<file path="src/rtl/fetch_sequencer.sv">
// fetch_sequencer: IF-stage PC owner for the instruction ROM.
// Handles sequential fetch, stall hold, branch redirect, exception entry,
// ERET return and fetch address-error (AdEL) flagging.
// Optional build macro FETCH_PERF_EN adds saturating fetch/stall counters.
module fetch_sequencer #(
  parameter logic [31:0] PC_RESET    = 32'h0000_3000,
  parameter logic [31:0] HANDLER_VEC = 32'h0000_4180,
  parameter int unsigned ROM_WORDS   = 4096
) (
  input  logic        clk,
  input  logic        reset_n,
  input  logic        stall,
  input  logic        br_taken,
  input  logic [31:0] br_target,
  input  logic        exc_req,
  input  logic        eret,
  input  logic [31:0] epc,
  output logic [31:0] pc,
  output logic [11:0] im_addr,
  output logic        im_exc,
  output logic        fetch_adel,
  output logic        fetch_valid
`ifdef FETCH_PERF_EN
  ,
  output logic [31:0] fetch_cnt,
  output logic [31:0] stall_cnt
`endif
);

  localparam logic [31:0] PC_LAST = PC_RESET + (32'(ROM_WORDS) << 2) - 32'd4;

  typedef enum logic [1:0] {
    BOOT  = 2'd0,
    RUN   = 2'd1,
    FLUSH = 2'd2
  } state_t;

  state_t      state, state_nxt;
  logic [31:0] pc_nxt;
  logic        adel;

  // State and PC registers; reset returns to the ROM base in BOOT
  always_ff @(posedge clk or negedge reset_n) begin
    if (!reset_n) begin
      state <= BOOT;
      pc    <= PC_RESET;
    end else begin
      state <= state_nxt;
      pc    <= pc_nxt;
    end
  end

  // Next-state / next-PC selection: exception, eret, stall, branch, sequential
  always_comb begin
    state_nxt = state;
    pc_nxt    = pc;
    case (state)
      BOOT: state_nxt = RUN;
      RUN, FLUSH: begin
        if (exc_req) begin
          pc_nxt    = HANDLER_VEC;
          state_nxt = FLUSH;
        end else if (eret) begin
          pc_nxt    = epc;
          state_nxt = FLUSH;
        end else if (state == FLUSH) begin
          state_nxt = RUN;
        end else if (!stall) begin
          if (br_taken) pc_nxt = br_target;
          else          pc_nxt = pc + 32'd4;
        end
      end
      default: state_nxt = BOOT;
    endcase
  end

  // Address check and fetch qualification; bubbles outside RUN
  always_comb begin
    adel        = (pc[1:0] != 2'b00) || (pc < PC_RESET) || (pc > PC_LAST);
    im_exc      = 1'b1;
    fetch_valid = 1'b0;
    fetch_adel  = 1'b0;
    if (state == RUN) begin
      fetch_adel  = adel;
      im_exc      = adel;
      fetch_valid = !adel;
    end
  end

  // Word index of pc in the ROM; the base is word aligned, so the low
  // two bits cannot borrow and a 12-bit subtract on [13:2] suffices
  assign im_addr = pc[13:2] - PC_RESET[13:2];

`ifdef FETCH_PERF_EN
  // Saturating counters for delivered fetches and RUN-state stall cycles
  always_ff @(posedge clk or negedge reset_n) begin
    if (!reset_n) begin
      fetch_cnt <= '0;
      stall_cnt <= '0;
    end else begin
      if (fetch_valid && !stall && (fetch_cnt != '1))
        fetch_cnt <= fetch_cnt + 32'd1;
      if ((state == RUN) && stall && (stall_cnt != '1))
        stall_cnt <= stall_cnt + 32'd1;
    end
  end
`endif

endmodule

</file>
<file path="config.mk">
export PLATFORM = sky130hd
export DESIGN_NAME = fetch_sequencer
export DESIGN_NICKNAME = d
export VERILOG_FILES = /design/src/rtl/fetch_sequencer.sv
export SDC_FILE = /design/constraint.sdc
export NUM_CORES = 1
export LEC_CHECK = 0
export CORE_MARGIN = 8
export CORE_UTILIZATION = 40
export CTS_BUF_LIST = sky130_fd_sc_hd__clkbuf_8 sky130_fd_sc_hd__clkbuf_16
export CTS_CLUSTER_SIZE = 40
export DETAILED_ROUTE_END_ITERATION = 10
export PLACE_DENSITY_LB_ADDON = 0.3
export SYNTH_ARGS = -nofsm -noshare
export SYNTH_HDL_FRONTEND = slang
export SYNTH_SLANG_ARGS = --single-unit
</file>
<file path="constraint.sdc">
create_clock -name clk -period 1.8 [get_ports clk]
set_input_delay 0.27 -clock clk [delete_from_list [all_inputs] [get_ports clk]]
set_output_delay 0.27 -clock clk [all_outputs]
set_load 0.005 [all_outputs]
</file>
==> qor.txt, run 1 <==
========================================================================================================
Outcome                                                                                     finished, violations left
Worst R2R Setup Slack                                                                            -270 ps
Syn nets                                                                                             430
FP Rows                                                                                               31
Critical path startpoint                                                                           pc[2]
Final #Nets                                                                                          626
Final period util                                                                                   120%
Number of buffers on the longest clock path                                                            2
Sequential-to-total area share from yosys stat                                                     29.6%
Final Max Slew Viols                                                                                   0
Dominant combinational cell family by area after synthesis                                  compound AO/OA/AOI/OAI gates
Post-synthesis adder-cell area fraction                                                            3.48%
Gate Count Post-Synth                                                                                352
Layout cell share with drive strength beyond 1                                                     34.7%
Critical path startpoint category                                                                   flop
Total detailed-routing wirelength                                                                13.8 mm
Number of remaining DRC errors                                                                         0
Register-to-Register Path Depth                                                                        9
DIE HEIGHT                                                                                        101 µm
Commonest non-fill, non-tap cell in the layout                                              sky130_fd_sc_hd__clkdlybuf4s50_1
CTS tree                                                                                           built
Sw power                                                                                       0.00275 W
Global route total overflow                                                                            0
Logic gate share of total power                                                                    69.7%
Top flip-flop cell by instance count after synthesis                                        sky130_fd_sc_hd__dfrtp_1
Most Used Layer, Global Route                                                                       met2
Global routing usage on met3                                                                       6.98%
Share of synthesized cell area in and, or, nand and nor gates                                      25.8%
Initial DRC count                                                                                    403
Final RePlAce weighted congestion                                                                  0.937
Post-synthesis sequential element count                                                               34
Final WS setup                                                                                   -364 ps
Pre-CTS WS                                                                                       -359 ps
Setup skew after layout                                                                          15.9 ps
Sum of negative setup slack                                                                     -3220 ps
Net switching fraction of the power                                                                43.1%
Antenna cells                                                                                          0
Data required time at the worst endpoint                                                         1530 ps
First-pass GRT wire length                                                                       20.5 mm
Smallest hold slack                                                                               390 ps
Total of endpoints with negative setup slack in the final report                                      20
Horiz. Die Dim                                                                                    101 µm
Number of antenna violations at the first check in global routing                                      0
Final Hold Viols                                                                                       0
Tightest Pin Transition                                                                           484 ps
CTS root buf                                                                                sky130_fd_sc_hd__clkbuf_8
Post-DRT Antenna Nets                                                                                  0
FMAX                                                                                             462 MHz
Violated checks                                                                             negative setup slack
Multiplexer area fraction after synthesis                                                         0.348%
Num ports                                                                                            117
Clock power frac                                                                                    8.9%
Most frequent cells in the layout                                                           sky130_fd_sc_hd__clkdlybuf4s50_1, sky130_fd_sc_hd__buf_4, sky130_fd_sc_hd__dfrtp_1, sky130_fd_sc_hd__a21oi_1, sky130_fd_sc_hd__nand2_1
Crit Path Max Fanout                                                                                   3
Layout Cells excl Fill                                                                               647
Crit path capture type                                                                       output port
Library cells used by synthesis                                                                       68
Setup CP Type                                                                               flop to output port
Hold/Removal Path Class                                                                     input pin to asynchronous set/reset pin
Vias                                                                                                3966
Total track usage                                                                                  25.7%
Number of synthesized flops with an enable pin                                                         0
Syn Std Cell Area                                                                            0.00288 mm²
Core ar.                                                                                     0.00710 mm²
Sequential group share of total power                                                              21.5%
Wire length per cell                                                                             21.3 µm
Setup repair after global routing missed its margin                                                 true
Full die area                                                                                 0.0102 mm²
GRT met2 Usage                                                                                     42.9%
Pre-antenna DRT Iters                                                                                  6
Synth-to-layout area growth                                                                        82.1%
Syn. warnings                                                                                          0
Asr flop ratio synth                                                                                100%
Reg-to-reg critical path endpoint                                                                 pc[24]
Via count of the first global-routing pass                                                          4049
Power density normalized to cell area                                                        1220 mW/mm²
Synthesized area divided by synthesized cell count                                              8.18 µm²
Insertion delay to the later sink of the worst-skew pair                                          300 ps
Number of buffers inserted by port buffering                                                         116
Standby leakage power                                                                            2.16 nW
Initial core utilization                                                                           40.6%
Num CTS Buffers                                                                                        5
Detailed-placement wirelength estimate                                                           9.17 mm
End of the critical path                                                                     fetch_valid
Final period demand of the worst path                                                            2160 ps
Fraction of met1 tracks used by global routing                                                     29.5%
Worst vdd rail ir drop                                                                          0.864 mV
Post-CTS clock slew at the launch and capture registers of the worst setup and hold paths          80 ps
Worst R2R Start                                                                                   pc[12]
Number of clock sinks seen by CTS                                                                     34
Average vias per placed instance                                                                    6.13
Number of H-tree levels                                                                                2
Worst slew margin relative to its limit                                                            67.7%
Cell Int Power                                                                                 0.00364 W
Max-cap violations                                                                                     0
XOR/XNOR share of the synthesized area                                                             1.52%
Pin count of the biggest net entering global routing                                                  35
Placed instance count                                                                                621
Post-synthesis compound-gate area fraction                                                         31.0%
Arrival time at the worst endpoint                                                               1890 ps
========================================================================================================
-- layer usage --
layer  share of wire, %  wire length, µm  vias up
met4                4.5              619        0
met1                 37             5130     1902
li1                   -                -     1727
met2                 49             6710      275
met3                9.8             1360       62
met5                  0                0        -
-- cell families (layout without fill, tap and decap cells) --
| group | count (synthesis) | count (layout) |
|---|---|---|
| and+or+nand+nor | 129 | 129 |
| AOI/OAI and AO/OA | 130 | 130 |
| DFF | 34 | 34 |
| adders and majority gates | 8 | 8 |
| xor gates and xnor gates | 5 | 5 |
| muxes | 1 | 1 |
| buffers and inverters | 45 | 241 |
-- power by group through the flow --
| stage | clock [W] | sequential, W | combinational, W |
|---|---|---|---|
| after global routing | 0.000580 | 0.00139 | 0.00473 |
| final | 0.000568 | 0.00137 | 0.00445 |
| after CTS | 0.000551 | 0.00134 | 0.00415 |
| after floorplan | 0 | 0.00150 | 0.00157 |
| after global placement | 0 | 0.00129 | 0.00379 |
| after detailed placement | 0 | 0.00131 | 0.00387 |
-- final cells by class --
cell class | count | area, µm²
Multi-Input combinational cell | 273 | 2100
Fill cell | 488 | 1860
Inverter | 10 | 37.5
Clock buffer | 5 | 68.8
Tap cell | 99 | 124
Timing Repair Buffer | 224 | 2050
Sequential cell | 34 | 855
Clock inverter | 2 | 10.0
-- worst min-delay path by stage --
stage / startpoint / to / cells after the start
final: reset_n / pc[30] / 2
after floorplan: reset_n / pc[0] / 0
after global routing: reset_n / pc[30] / 2
after CTS: reset_n / pc[0] / 2
after global placement: state[1] / state[1] / 2
after detailed placement: state[1] / state[1] / 2
-- metrics by stage --
stage | power (W) | utilization [%] | area, µm²
detailed placement | 0.00518 | 65.8 | 4670
floorplan | 0.00307 | - | 2890
global route | 0.00671 | 73.9 | 5240
finish | 0.00639 | 73.9 | 5240
global placement | 0.00508 | 65.8 | 4670
CTS | 0.00604 | 71.2 | 5060
-- registers in the layout, indices dropped and copies added (netlist names) --
| name | count |
|---|---|
| pc | 32 |
| state | 2 |
-- timing repair --
item | in CTS | in global routing
buffers inserted | 11 | 9
resized for setup | 66 | 37
pin swaps | 37 | 34
hold buffers | 0 | 0
hold endpoints to repair | 0 | 0
gates cloned | 3 | 0
setup endpoints to repair | 24 | 33
-- synth_stat cells (all sizes together), types with 4 or more instances --
library cell,n,area share [%]
ha,8,3.5
a21oi,30,5.2
and4,5,1.7
nor3,7,1.4
nand3,22,4.3
buf,25,5.6
a22oi,11,2.9
nand4,14,3.6
xor2,4,1.2
o21a,5,1.3
nand2b,7,1.5
clkbuf,10,1.3
o211ai,6,1.6
o22ai,11,2.4
o22a,4,1.2
nor2,24,3.1
inv,9,1.2
nand2,27,3.6
nor4,7,2.6
dfrtp,32,28
a22o,5,1.5
o21ai,25,4.3
-- worst max-delay path, cell delays in order (launching register included) --
cell and delay, ps:
sky130_fd_sc_hd__dfrtp_1 400, sky130_fd_sc_hd__ha_4 170, sky130_fd_sc_hd__nand3_4 80, sky130_fd_sc_hd__nor3_4 240, sky130_fd_sc_hd__a21oi_2 120, sky130_fd_sc_hd__nor3_2 310
sky130_fd_sc_hd__and2_1 170, sky130_fd_sc_hd__buf_2 110
Note: power is estimated with default switching activity, not from simulation.
==> inputs of run 2 (changes only) <==
--- a/config.mk
+++ b/config.mk
@@ -5,8 +5,7 @@
 export SDC_FILE = /design/constraint.sdc
 export NUM_CORES = 1
 export LEC_CHECK = 0
-export CORE_MARGIN = 8
-export CORE_UTILIZATION = 40
+export CORE_UTILIZATION = 44
 export CTS_BUF_LIST = sky130_fd_sc_hd__clkbuf_8 sky130_fd_sc_hd__clkbuf_16
 export CTS_CLUSTER_SIZE = 40
 export DETAILED_ROUTE_END_ITERATION = 10
==> constraint.sdc (replaced) <==
create_clock -name clk -period 2.4 [get_ports clk]
set_input_delay 0.36 -clock clk [delete_from_list [all_inputs] [get_ports clk]]
set_output_delay 0.36 -clock clk [all_outputs]
set_load 0.005 [all_outputs]
==> run 2 against run 1 <==
The run now ends clean. Cell count decreased by 13%. Register-to-register slack improved by 630 ps. Sequential share of layout area increased by 2.9 points. Non-clock buffer count decreased by 62. Hold slack improved by 88 ps. Clock-buffer cell count increased by 1. Clock skew decreased by 7.9 ps. Sequential power decreased by 22%. Critical endpoint is now im_exc. Highest routed layer unchanged.
==> qor.txt, run 2 (synthesized netlist as in run 1, its figures left out) <==
========================================================================================================
Full die area                                                                                0.00687 mm²   was 0.0102 mm²
FMAX                                                                                             438 MHz
Number of fillers in the final layout                                                                529   was 488
Top register by number of flip-flops                                                                  pc   unchanged
CTS root buf                                                                                sky130_fd_sc_hd__clkbuf_8   unchanged
Layout cell share with drive strength beyond 1                                                     17.0%   was 34.7%
Post-DRT Antenna Nets                                                                                  0   unchanged
FP Rows                                                                                               29   was 31
Critical path startpoint category                                                                   flop   unchanged
Pwr Total                                                                                      0.00419 W   was 0.00639 W
Reg area                                                                                         853 µm²   was 855 µm²
Registers with the most flip-flops                                                          pc: 32 flops, state: 2 flops   unchanged
Area taken by multi-input logic gates                                                        0.00185 mm²   was 0.00210 mm²
Total of endpoints with negative setup slack in the final report                                       0   was 20
Pin count of the biggest net entering global routing                                                  35   unchanged
Insertion delay to the later sink of the worst-skew pair                                          290 ps   was 300 ps
Number of buffers inserted by port buffering                                                         116   unchanged
Crit-path cells                                                                             ha_4 -> o2111ai_1 -> nor3_2 -> buf_4 -> nand2_1 -> dlygate4sd2_1   was ha_4 -> nand3_4 -> nor3_4 -> a21oi_2 -> nor3_2 -> and2_1 -> buf_2
CTS tree                                                                                           built   unchanged
Most frequent cells in the layout                                                           sky130_fd_sc_hd__clkdlybuf4s50_1, sky130_fd_sc_hd__buf_4, sky130_fd_sc_hd__dfrtp_1, sky130_fd_sc_hd__a21oi_1, sky130_fd_sc_hd__nand2_1   unchanged
Initial DRC count                                                                                    263   was 403
Placed instance count                                                                                555   was 621
Initial core utilization                                                                           45.3%   was 40.6%
Final Core Density                                                                                 70.2%   was 73.9%
Setup repair after global routing missed its margin                                                false   was true
Setup CP Type                                                                               flop to output port   unchanged
Final #Nets                                                                                          564   was 626
Worst slew margin relative to its limit                                                            66.7%   was 67.7%
Arrival time at the worst endpoint                                                               1930 ps   was 1890 ps
Layout Cells excl Fill                                                                               564   was 647
Sum of negative setup slack                                                                         0 ps   was -3220 ps
Max incr delay on CP                                                                              600 ps   was 400 ps
Final period demand of the worst path                                                            2290 ps
Number of clock sinks seen by CTS                                                                     34   unchanged
Final Hold Viols                                                                                       0   unchanged
Family with the most delay on the worst path                                                  flip-flops   was simple AND/OR/NAND/NOR gates
Via count of the first global-routing pass                                                          3296   was 4049
Power density normalized to cell area                                                         939 mW/mm²   was 1220 mW/mm²
WP depth                                                                                               6   was 7
Horiz. Die Dim                                                                                   82.9 µm   was 101 µm
Final period util                                                                                  95.2%
Num CTS Buffers                                                                                        5   unchanged
Smallest hold slack                                                                               478 ps   was 390 ps
Crit Path Max Fanout                                                                                   4   was 3
Register-to-Register Path Depth                                                                        8   was 9
Core ar.                                                                                     0.00635 mm²   was 0.00710 mm²
Vias                                                                                                3499   was 3966
Tightest Pin Transition                                                                           500 ps   was 484 ps
Post-CTS clock slew at the launch and capture registers of the worst setup and hold paths          80 ps   about the same
Crit path capture type                                                                       output port   unchanged
Final RePlAce weighted congestion                                                                  0.928   was 0.937
Total detailed-routing wirelength                                                                10.2 mm   was 13.8 mm
Setup skew after layout                                                                          7.96 ps   was 15.9 ps
CP max-delay cell                                                                           sky130_fd_sc_hd__dfstp_2   was sky130_fd_sc_hd__dfrtp_1
Average vias per placed instance                                                                    6.20   was 6.13
Commonest non-fill, non-tap cell in the layout                                              sky130_fd_sc_hd__clkdlybuf4s50_1   unchanged
Cts-stage hold buffer count                                                                            0   unchanged
Num ports                                                                                            117   unchanged
Global route total overflow                                                                            0   unchanged
DIE HEIGHT                                                                                       82.9 µm   was 101 µm
Number of remaining DRC errors                                                                         0   unchanged
Standby leakage power                                                                            1.76 nW   was 2.16 nW
Total track usage                                                                                  29.6%   was 25.7%
Number of buffers and inverters on the critical path                                                   2   was 1
Worst vdd rail ir drop                                                                          0.550 mV   was 0.864 mV
Detailed-placement wirelength estimate                                                           7.55 mm   was 9.17 mm
Largest register FFs                                                                                  32   unchanged
Final Max Slew Viols                                                                                   0   unchanged
Hold/Removal Path Class                                                                     input pin to asynchronous set/reset pin   unchanged
Number of buffers on the longest clock path                                                            2   unchanged
Wire length per cell                                                                             18.1 µm   was 21.3 µm
Number of H-tree levels                                                                                2   unchanged
Outcome                                                                                     finished clean   was finished, violations left
Max-cap violations                                                                                     0   unchanged
Data required time at the worst endpoint                                                         2040 ps   was 1530 ps
First-pass GRT wire length                                                                       16.3 mm   was 20.5 mm
Antenna cells                                                                                          0   unchanged
Number of antenna violations at the first check in global routing                                      0   unchanged
Synth-to-layout area growth                                                                        54.8%   was 82.1%
Pre-antenna DRT Iters                                                                                  5   was 6
========================================================================================================
-- run 2: cell types whose count changed in the layout (fill, tap and decap cells not counted), moves of 5 or more --
cell and change:
sky130_fd_sc_hd__a21oi_1 +6, sky130_fd_sc_hd__a21oi_2 -6, sky130_fd_sc_hd__buf_2 -5, sky130_fd_sc_hd__buf_4 -47, sky130_fd_sc_hd__buf_6 -13, sky130_fd_sc_hd__clkdlybuf4s50_1 +6, sky130_fd_sc_hd__nand3_1 +6, sky130_fd_sc_hd__nor2_1 +5
-- run 2: cell type report --
class                   instances  share of cell area, %
multi-input cells             273                   41.5
well taps                      77                   2.16
clock inverters                 2                  0.197
repair buffers                162                   34.3
inverters                      10                  0.842
clock buffers                   6                   1.85
flip-flops and latches         34                   19.2
-- run 2: path summary, 6_finish.rpt --
kind / start / end / slack (ps)
setup / recovery: pc[12] / im_exc / 110
hold / removal: reset_n / pc[25] / 480
setup reg to reg: state[0] / pc[27] / 360
hold reg to reg: pc[1] / pc[1] / 560
max in group asynchronous: reset_n / pc[12] / 1560
min in group clk: pc[1] / pc[1] / 560
-- run 2: metal layers --
metal	wire (µm)	vias up	GRT usage (%)
li1	-	1606	-
met1	4170	1678	38.4
met2	4920	193	48.7
met3	887	22	5.77
met4	226	0	11.1
met5	0	-	0
-- run 2: stage by stage --
| step | area, µm² | setup slack, ps |
|---|---|---|
| 4_1_cts | 4460 | 134 |
| 6_report | 4460 | 114 |
| 3_3_place_gp | 4300 | 109 |
| 2_1_floorplan | 2880 | 505 |
| 3_5_place_dp | 4300 | 66.3 |
| 5_1_grt | 4460 | 6.18 |
-- run 2: where the power goes --
part	switching, W	leakage, nW	internal [W]	total (W)
clock network	0.000219	0.0524	0.000227	0.000446
registers	0.000246	0.430	0.000823	0.00107
logic	0.00125	1.28	0.00142	0.00267
total	0.00172	1.76	0.00247	0.00419
-- run 2: worst register-to-register path, delay by kind of cell (launching register included) --
kind | cells | cell delay, ps
fa+ha+maj | 1 | 210
simple gates | 2 | 430
compound gates | 3 | 570
buf+inv | 2 | 320
flops | 1 | 430
-- run 2: what timing repair did --
item | CTS | global route
buffers inserted | 1 | 0
gates resized for setup | 15 | 0
endpoints found under the setup margin | 3 | 0
